$ cat src/rtl/imm_encoder_if.sv
`default_nettype none
// ============================================================================
//  Module   : imm_encoder_if
//  Purpose  : Request/result handshake bundle for the immediate encoder.
//             master : request producer / result consumer side
//             slave  : the encoder itself
//  Signals  : in_valid/in_ready/in_itype/in_tmpl/in_imm   request channel
//             out_valid/out_ready/out_inst/out_err        result channel
//  Revision : 1.0  initial release
// ============================================================================
interface imm_encoder_if;
    logic        in_valid;
    logic        in_ready;
    logic [2:0]  in_itype;
    logic [31:0] in_tmpl;
    logic [31:0] in_imm;
    logic        out_valid;
    logic        out_ready;
    logic [31:0] out_inst;
    logic        out_err;

    modport master (
        output in_valid, in_itype, in_tmpl, in_imm, out_ready,
        input  in_ready, out_valid, out_inst, out_err
    );

    modport slave (
        input  in_valid, in_itype, in_tmpl, in_imm, out_ready,
        output in_ready, out_valid, out_inst, out_err
    );
endinterface
`default_nettype wire

$ cat src/rtl/imm_encoder.sv
`default_nettype none
// ============================================================================
//  Module   : imm_encoder
//  Purpose  : Packs a 32-bit immediate into the immediate fields of a RISC-V
//             instruction template (I/S/B/U/J and I-type shift form), flags
//             unrepresentable immediates and counts delivered errors.
//             Two-stage valid/ready pipeline: stage 1 registers the request
//             and its error flag, stage 2 registers the packed instruction.
//  Ports    : clk      rising-edge clock
//             rst_n    asynchronous active-low reset
//             bus      imm_encoder_if.slave request/result handshake
//             err_clr  synchronous clear of err_cnt (wins over increment)
//             err_cnt  saturating count of results delivered with out_err=1
//  Revision : 1.0  initial release
// ============================================================================
module imm_encoder #(
    parameter int CNT_W = 16
) (
    input  wire logic             clk,
    input  wire logic             rst_n,
    imm_encoder_if.slave          bus,
    input  wire logic             err_clr,
    output logic [CNT_W-1:0]      err_cnt
);

    // Shared format codes; 6 and 7 are undefined.
    localparam logic [2:0] c_i_type    = 3'd0;
    localparam logic [2:0] c_s_type    = 3'd1;
    localparam logic [2:0] c_b_type    = 3'd2;
    localparam logic [2:0] c_u_type    = 3'd3;
    localparam logic [2:0] c_j_type    = 3'd4;
    localparam logic [2:0] c_null_type = 3'd5;

    localparam logic [6:0] c_op_imm    = 7'b0010011;

    // ---------------- flow control ----------------
    logic s1_valid_q;
    logic out_valid_q;
    logic s2_adv;
    logic s1_adv;

    assign s2_adv = !out_valid_q || bus.out_ready;
    assign s1_adv = !s1_valid_q  || s2_adv;

    // ---------------- stage 1: classify and check ----------------
    logic        shift_d;
    logic        err_d;
    logic [31:0] imm;

    assign imm = bus.in_imm;

    // funct3 001 (slli) and 101 (srli/srai) share bits [13:12] = 01, bit 14 free.
    assign shift_d = (bus.in_itype == c_i_type) &&
                     (bus.in_tmpl[6:0] == c_op_imm) &&
                     (bus.in_tmpl[13:12] == 2'b01);

    always_comb begin
        err_d = 1'b1;
        case (bus.in_itype)
            c_i_type:    err_d = shift_d ? (|imm[31:5])
                                         : !((&imm[31:11]) || !(|imm[31:11]));
            c_s_type:    err_d = !((&imm[31:11]) || !(|imm[31:11]));
            c_b_type:    err_d = !((&imm[31:12]) || !(|imm[31:12])) || imm[0];
            c_u_type:    err_d = |imm[11:0];
            c_j_type:    err_d = !((&imm[31:20]) || !(|imm[31:20])) || imm[0];
            c_null_type: err_d = 1'b0;
            default:     err_d = 1'b1;
        endcase
    end

    logic [2:0]  s1_itype_q;
    logic [31:0] s1_tmpl_q;
    logic [31:0] s1_imm_q;
    logic        s1_shift_q;
    logic        s1_err_q;

    // ---------------- stage 2: field packing ----------------
    logic [31:0] inst_d;
    logic [31:0] t;
    logic [31:0] m;

    assign t = s1_tmpl_q;
    assign m = s1_imm_q;

    always_comb begin
        inst_d = t;
        case (s1_itype_q)
            c_i_type: inst_d = s1_shift_q ? {t[31:25], m[4:0], t[19:0]}
                                          : {m[11:0], t[19:0]};
            c_s_type: inst_d = {m[11:5], t[24:12], m[4:0], t[6:0]};
            c_b_type: inst_d = {m[12], m[10:5], t[24:12], m[4:1], m[11], t[6:0]};
            c_u_type: inst_d = {m[31:12], t[11:0]};
            c_j_type: inst_d = {m[20], m[10:1], m[11], m[19:12], t[11:0]};
            default:  inst_d = t;   // NULL and undefined codes pass the template
        endcase
    end

    logic [31:0]      out_inst_q;
    logic             out_err_q;
    logic [CNT_W-1:0] err_cnt_q;
    logic [CNT_W-1:0] err_cnt_d;

    // Count only results actually handed over with the error flag set.
    always_comb begin
        err_cnt_d = err_cnt_q;
        if (err_clr) begin
            err_cnt_d = '0;
        end else if (out_valid_q && bus.out_ready && out_err_q && !(&err_cnt_q)) begin
            err_cnt_d = err_cnt_q + CNT_W'(1);
        end
    end

    always_ff @(posedge clk or negedge rst_n) begin
        if (!rst_n) begin
            s1_valid_q  <= 1'b0;
            s1_itype_q  <= 3'd0;
            s1_tmpl_q   <= 32'd0;
            s1_imm_q    <= 32'd0;
            s1_shift_q  <= 1'b0;
            s1_err_q    <= 1'b0;
            out_valid_q <= 1'b0;
            out_inst_q  <= 32'd0;
            out_err_q   <= 1'b0;
            err_cnt_q   <= '0;
        end else begin
            if (s1_adv) begin
                s1_valid_q <= bus.in_valid;
                if (bus.in_valid) begin
                    s1_itype_q <= bus.in_itype;
                    s1_tmpl_q  <= bus.in_tmpl;
                    s1_imm_q   <= bus.in_imm;
                    s1_shift_q <= shift_d;
                    s1_err_q   <= err_d;
                end
            end
            if (s2_adv) begin
                out_valid_q <= s1_valid_q;
                if (s1_valid_q) begin
                    out_inst_q <= inst_d;
                    out_err_q  <= s1_err_q;
                end
            end
            err_cnt_q <= err_cnt_d;
        end
    end

    assign bus.in_ready  = s1_adv;
    assign bus.out_valid = out_valid_q;
    assign bus.out_inst  = out_inst_q;
    assign bus.out_err   = out_err_q;
    assign err_cnt       = err_cnt_q;

endmodule
`default_nettype wire

$ cat src/flat_wrapper.sv
// flat-port wrapper written by rule: the top's interface ports become plain ports
module imm_encoder_flat 
#(
    parameter int CNT_W = 16
)
  (clk, rst_n, err_clr, err_cnt, bus_in_valid, bus_in_itype, bus_in_tmpl, bus_in_imm, bus_out_ready, bus_in_ready, bus_out_valid, bus_out_inst, bus_out_err);
  imm_encoder_if bus_i ();
  input  wire logic clk;
  input  wire logic rst_n;
  input  wire logic err_clr;
  output logic [CNT_W-1:0] err_cnt;
  input wire logic [$bits(bus_i.in_valid)-1:0] bus_in_valid;
  input wire logic [$bits(bus_i.in_itype)-1:0] bus_in_itype;
  input wire logic [$bits(bus_i.in_tmpl)-1:0] bus_in_tmpl;
  input wire logic [$bits(bus_i.in_imm)-1:0] bus_in_imm;
  input wire logic [$bits(bus_i.out_ready)-1:0] bus_out_ready;
  output wire logic [$bits(bus_i.in_ready)-1:0] bus_in_ready;
  output wire logic [$bits(bus_i.out_valid)-1:0] bus_out_valid;
  output wire logic [$bits(bus_i.out_inst)-1:0] bus_out_inst;
  output wire logic [$bits(bus_i.out_err)-1:0] bus_out_err;
  assign bus_i.in_valid = bus_in_valid;
  assign bus_i.in_itype = bus_in_itype;
  assign bus_i.in_tmpl = bus_in_tmpl;
  assign bus_i.in_imm = bus_in_imm;
  assign bus_i.out_ready = bus_out_ready;
  assign bus_in_ready = bus_i.in_ready;
  assign bus_out_valid = bus_i.out_valid;
  assign bus_out_inst = bus_i.out_inst;
  assign bus_out_err = bus_i.out_err;
  imm_encoder #(.CNT_W(CNT_W)) u_core (.clk(clk), .rst_n(rst_n), .bus(bus_i), .err_clr(err_clr), .err_cnt(err_cnt));
endmodule
$ cat config.mk
export PLATFORM = sky130hd
export DESIGN_NAME = imm_encoder_flat
export DESIGN_NICKNAME = d
export VERILOG_FILES = /design/src/rtl/imm_encoder_if.sv /design/src/rtl/imm_encoder.sv /design/src/flat_wrapper.sv
export SDC_FILE = /design/constraint.sdc
export NUM_CORES = 1
export LEC_CHECK = 0
export BUFFER_PORTS_ARGS = -buffer_cell sky130_fd_sc_hd__buf_2
export CAP_MARGIN = 20
export CORE_ASPECT_RATIO = 1.75
export CORE_UTILIZATION = 54
export DETAILED_ROUTE_END_ITERATION = 10
export PLACE_DENSITY_LB_ADDON = 0.15
export SKIP_LAST_GASP = 1
export SYNTH_ARGS = -nofsm -noshare
export SYNTH_HDL_FRONTEND = slang
export SYNTH_SLANG_ARGS = --single-unit
$ cat constraint.sdc
create_clock -name clk -period 2 [get_ports clk]
set_input_delay 0.4 -clock clk [delete_from_list [all_inputs] [get_ports clk]]
set_output_delay 0.4 -clock clk [all_outputs]
set_load 0.05 [all_outputs]
==> key figures <==
Timing
  • Clk_skew: 6.98 ps
  • Achievable frequency: 572 MHz
  • Final setup viols: 0
  • Worst Tran Pin Value: 536 ps
  • Unrepaired setup endpoints after global routing: no
  • Min cycle time layout: 1750 ps
  • Final Slew Violations: 0
  • Final period util: 87.4%
  • Post-Route Setup TNS: 0 ps
  • Hold_ws: 199 ps
  • Max_slew headroom: 64.2%
  • Setup ws final: 251 ps
  • Final Hold Viols: 0

Worst setup path
  • Element type at the critical path end: register
  • FF-to-FF End: u_core.err_cnt[4]
  • Worst Path Required: 2330 ps
  • CP max stage cell: dfrtp_2
  • CP startpoint: u_core.err_cnt[0]
  • Crit path largest cell delay: 420 ps
  • Crit-path cells: ha_1 -> nand3_1 -> o31ai_2 -> buf_4 -> or4_1 -> a21oi_1
  • Critical-path maximum fanout: 11
  • R2r startpoint: u_core.err_cnt[0]
  • R2R Setup Slk: 250 ps
  • Startpoint Class: register
  • Worst EP arrival: 2070 ps
  • Critical path class: register to register
  • Worst-case reg-to-reg path depth: 6

Route
  • DR vias: 4361
  • Final wirelength: 13300 um
  • Post-route ant nets: 0
  • Met2 WL: 7420 um
  • DR vias/cell: 5.68
  • Initial DRC Count: 238
  • DRC errors left: 0
  • Drt first pass iters: 5
  • Wire per inst: 17.3 um
  • Met3 routed wirelength: 486 um
  • WL met1: 5060 um
  • Highest routed layer: met4

Worst hold path
  • Hold_sp: bus_in_tmpl[24]
  • Hold depth: 2
  • Hold WC Path Type: input port to register
  • Worst Hold Endpoint: u_core.s1_tmpl_q[24]

GRT
  • GRT Overall Usage: 27.5%
  • Gr ovfl total: 0
  • Initial antenna violation count: 0
  • Largest net degree at the start of global routing: 59
  • Vias in the first global route: 4479
  • First-pass GRT wire length: 21800 um

Power and ir drop
  • Sw Ratio: 31.9%
  • Peak supply drop: 0.000921 V
  • Clk network pwr share: 39.5%
  • NetSw: 2.62 mW
  • Pwr Density: 1180 mW/mm2
  • P_int: 5.58 mW
  • Combinational share of power: 23.1%
  • Sequential share of power: 37.4%
  • Leak: 3.17 nW

Floorplan
  • Die height: 134 um
  • Total Die Area: 0.0104 mm2
  • Floorplan row count: 47
  • Core Region: 0.00959 mm2
  • Ports: 123
  • Initial core utilization: 56.3%
  • Die X: 77.6 um

Clock network
  • Clk_lat worst skew: 410 ps
  • CTS tree: built
  • Clock Tree Root: clkbuf_16
  • CTS Buf Count: 17
  • # resized after CTS: 0
  • Clock-pin slew on the worst setup and hold paths: 60 ps
  • CTS sink cnt: 120
  • Setup bufs post-CTS: 0
  • H-tree lvl count: 4
  • CTS hold repair buffers: 1
  • CTS Buffer Depth: 2

Finish
  • Antenna Cells: 0
  • Fin util: 72.7%
  • Filler cell count: 692
  • Non-filler cells, final: 768
  • Layout area overhead: 29.1%
  • Final #Nets: 706
  • Share of cells above drive strength 1: 30.7%

Logic synthesis
  • Syn avg cell area: 11.0 um2
  • Warnings, synthesis: 0
  • Post-synth top area share: 55.6%
  • Register area share after synthesis: 55.6%
  • Post-synth EDFFs: 0
  • Post-Synthesis Cell Area: 0.00540 mm2
  • Most used DFF post-synth: dfrtp_1
  • Post-synth ARST share: 100%
  • Syn nets: 562
  • Cell taking the most area after synthesis: dfrtp_1
  • Post-Synthesis Cells: 489
  • Post-synth cell types: 48
  • Synth Register Bits: 120
  • Top post-synthesis cells by area: dfrtp_1, mux2_1, nand2_1, nor2_1, a21oi_1

Place
  • IO Port Bufs: 122
  • Setup WS pre-CTS: -130 ps
  • Post-DP HPWL: 9780 um
  • Placed cells: 735
  • Routability cong.: 0.859

Run status
  • Status: finished, final reports clean

Run
  • Max cap viols: 0
-- registers in the layout, indices dropped and copies added (netlist names) --
register              cells
u_core.bus.out_err        1
u_core.bus.out_inst      32
u_core.bus.out_valid      1
u_core.err_cnt           16
u_core.m                 32
u_core.s1_err_q           1
u_core.s1_itype_q         3
u_core.s1_shift_q         1
u_core.s1_tmpl_q         32
u_core.s1_valid_q         1
-- worst max-delay path: cells and delay by family, from the launching register on --
family	cells	cell delay [ps]
and+or+nand+nor	2	560
DFF	1	420
AOI/OAI and AO/OA	2	270
adders and majority gates	1	240
buffers and inverters	1	180
-- cells in the mapped netlist, types with 4 or more instances --
library cell  count
dfrtp_1         120
mux2_1           70
nand2_1          64
nor2_1           46
a21oi_1          28
o21ai_1          15
clkbuf_1         14
nand3_1          14
a221oi_1         11
nand4_1           9
o21ai_0           8
xor2_1            8
buf_1             7
nor4_1            6
and3_1            5
or4_1             5
a31oi_1           4
inv_1             4
o2111ai_1         4
o31ai_1           4
or3_1             4
-- cells in the final DEF (no fill, tap or decap), types with 3 or more instances in the layout --
master	n
inv_1	4
buf_2	121
o2111ai_1	4
clkinvlp_4	6
bufinv_16	4
o21ai_1	15
dfrtp_2	10
or4_1	5
nor4_1	6
clkbuf_8	3
xor2_1	8
clkbuf_16	17
buf_12	3
o21ai_0	8
a21oi_1	28
nand3_1	14
mux2_1	70
o31ai_1	4
nand4_1	9
nand2_1	63
a31oi_1	4
nor3_1	3
xnor2_1	3
dfrtp_1	110
and3_1	5
nor2_1	46
nand2b_1	3
buf_4	24
a221oi_1	11
or3_1	4
-- worst max-delay path by stage --
stage / end / slack [ps] / cells after the start
after floorplan: u_core.m[10] / -100 / 5
after global placement: u_core.s1_err_q / -70 / 6
after detailed placement: u_core.s1_err_q / -130 / 6
after CTS: u_core.err_cnt[4] / 250 / 6
after global routing: u_core.bus.out_inst[14] / 130 / 6
final: u_core.err_cnt[4] / 250 / 6
-- routing by layer --
layer / vias to the layer above / GRT usage (%)
met5: - / 0
met4: 0 / 11.6
met3: 22 / 5.03
met2: 141 / 50.6
met1: 2149 / 30.5
li1: 2049 / -
-- cells by family (layout without fill, tap and decap cells) --
kind of cell,after synthesis,count (layout),synth area share (%)
flops,120,120,55.6
simple gates,175,175,15.8
xor+xnor,11,11,1.79
compound gates,82,82,9.69
mux,71,71,14.8
fa+ha+maj,1,1,0.232
buf+inv,29,186,2.09
-- stage by stage --
step | cell area [um2] | power [mW]
floorplan | 5420 | 4.36
global placement | 6320 | 4.93
detailed placement | 6320 | 4.99
CTS | 6970 | 8.25
global route | 6970 | 8.52
finish | 6970 | 8.20
-- layout make-up --
type | count | area, um2 | area share, %
inverters | 5 | 18.8 | 0.269
repair buffers | 149 | 856 | 12.3
clock inverters | 11 | 170 | 2.44
multi-input cells | 340 | 2280 | 32.8
clock buffers | 21 | 470 | 6.75
well taps | 122 | 153 | 2.19
flip-flops and latches | 120 | 3020 | 43.3
-- power groups by stage --
stage	clock network [mW]	logic, mW	registers [mW]
CTS	3.28	1.91	3.07
detailed placement	0	1.89	3.10
global route	3.38	2.03	3.11
global placement	0	1.85	3.09
finish	3.24	1.89	3.07
floorplan	0	0.652	3.71
(Power assumes the default switching activity.)
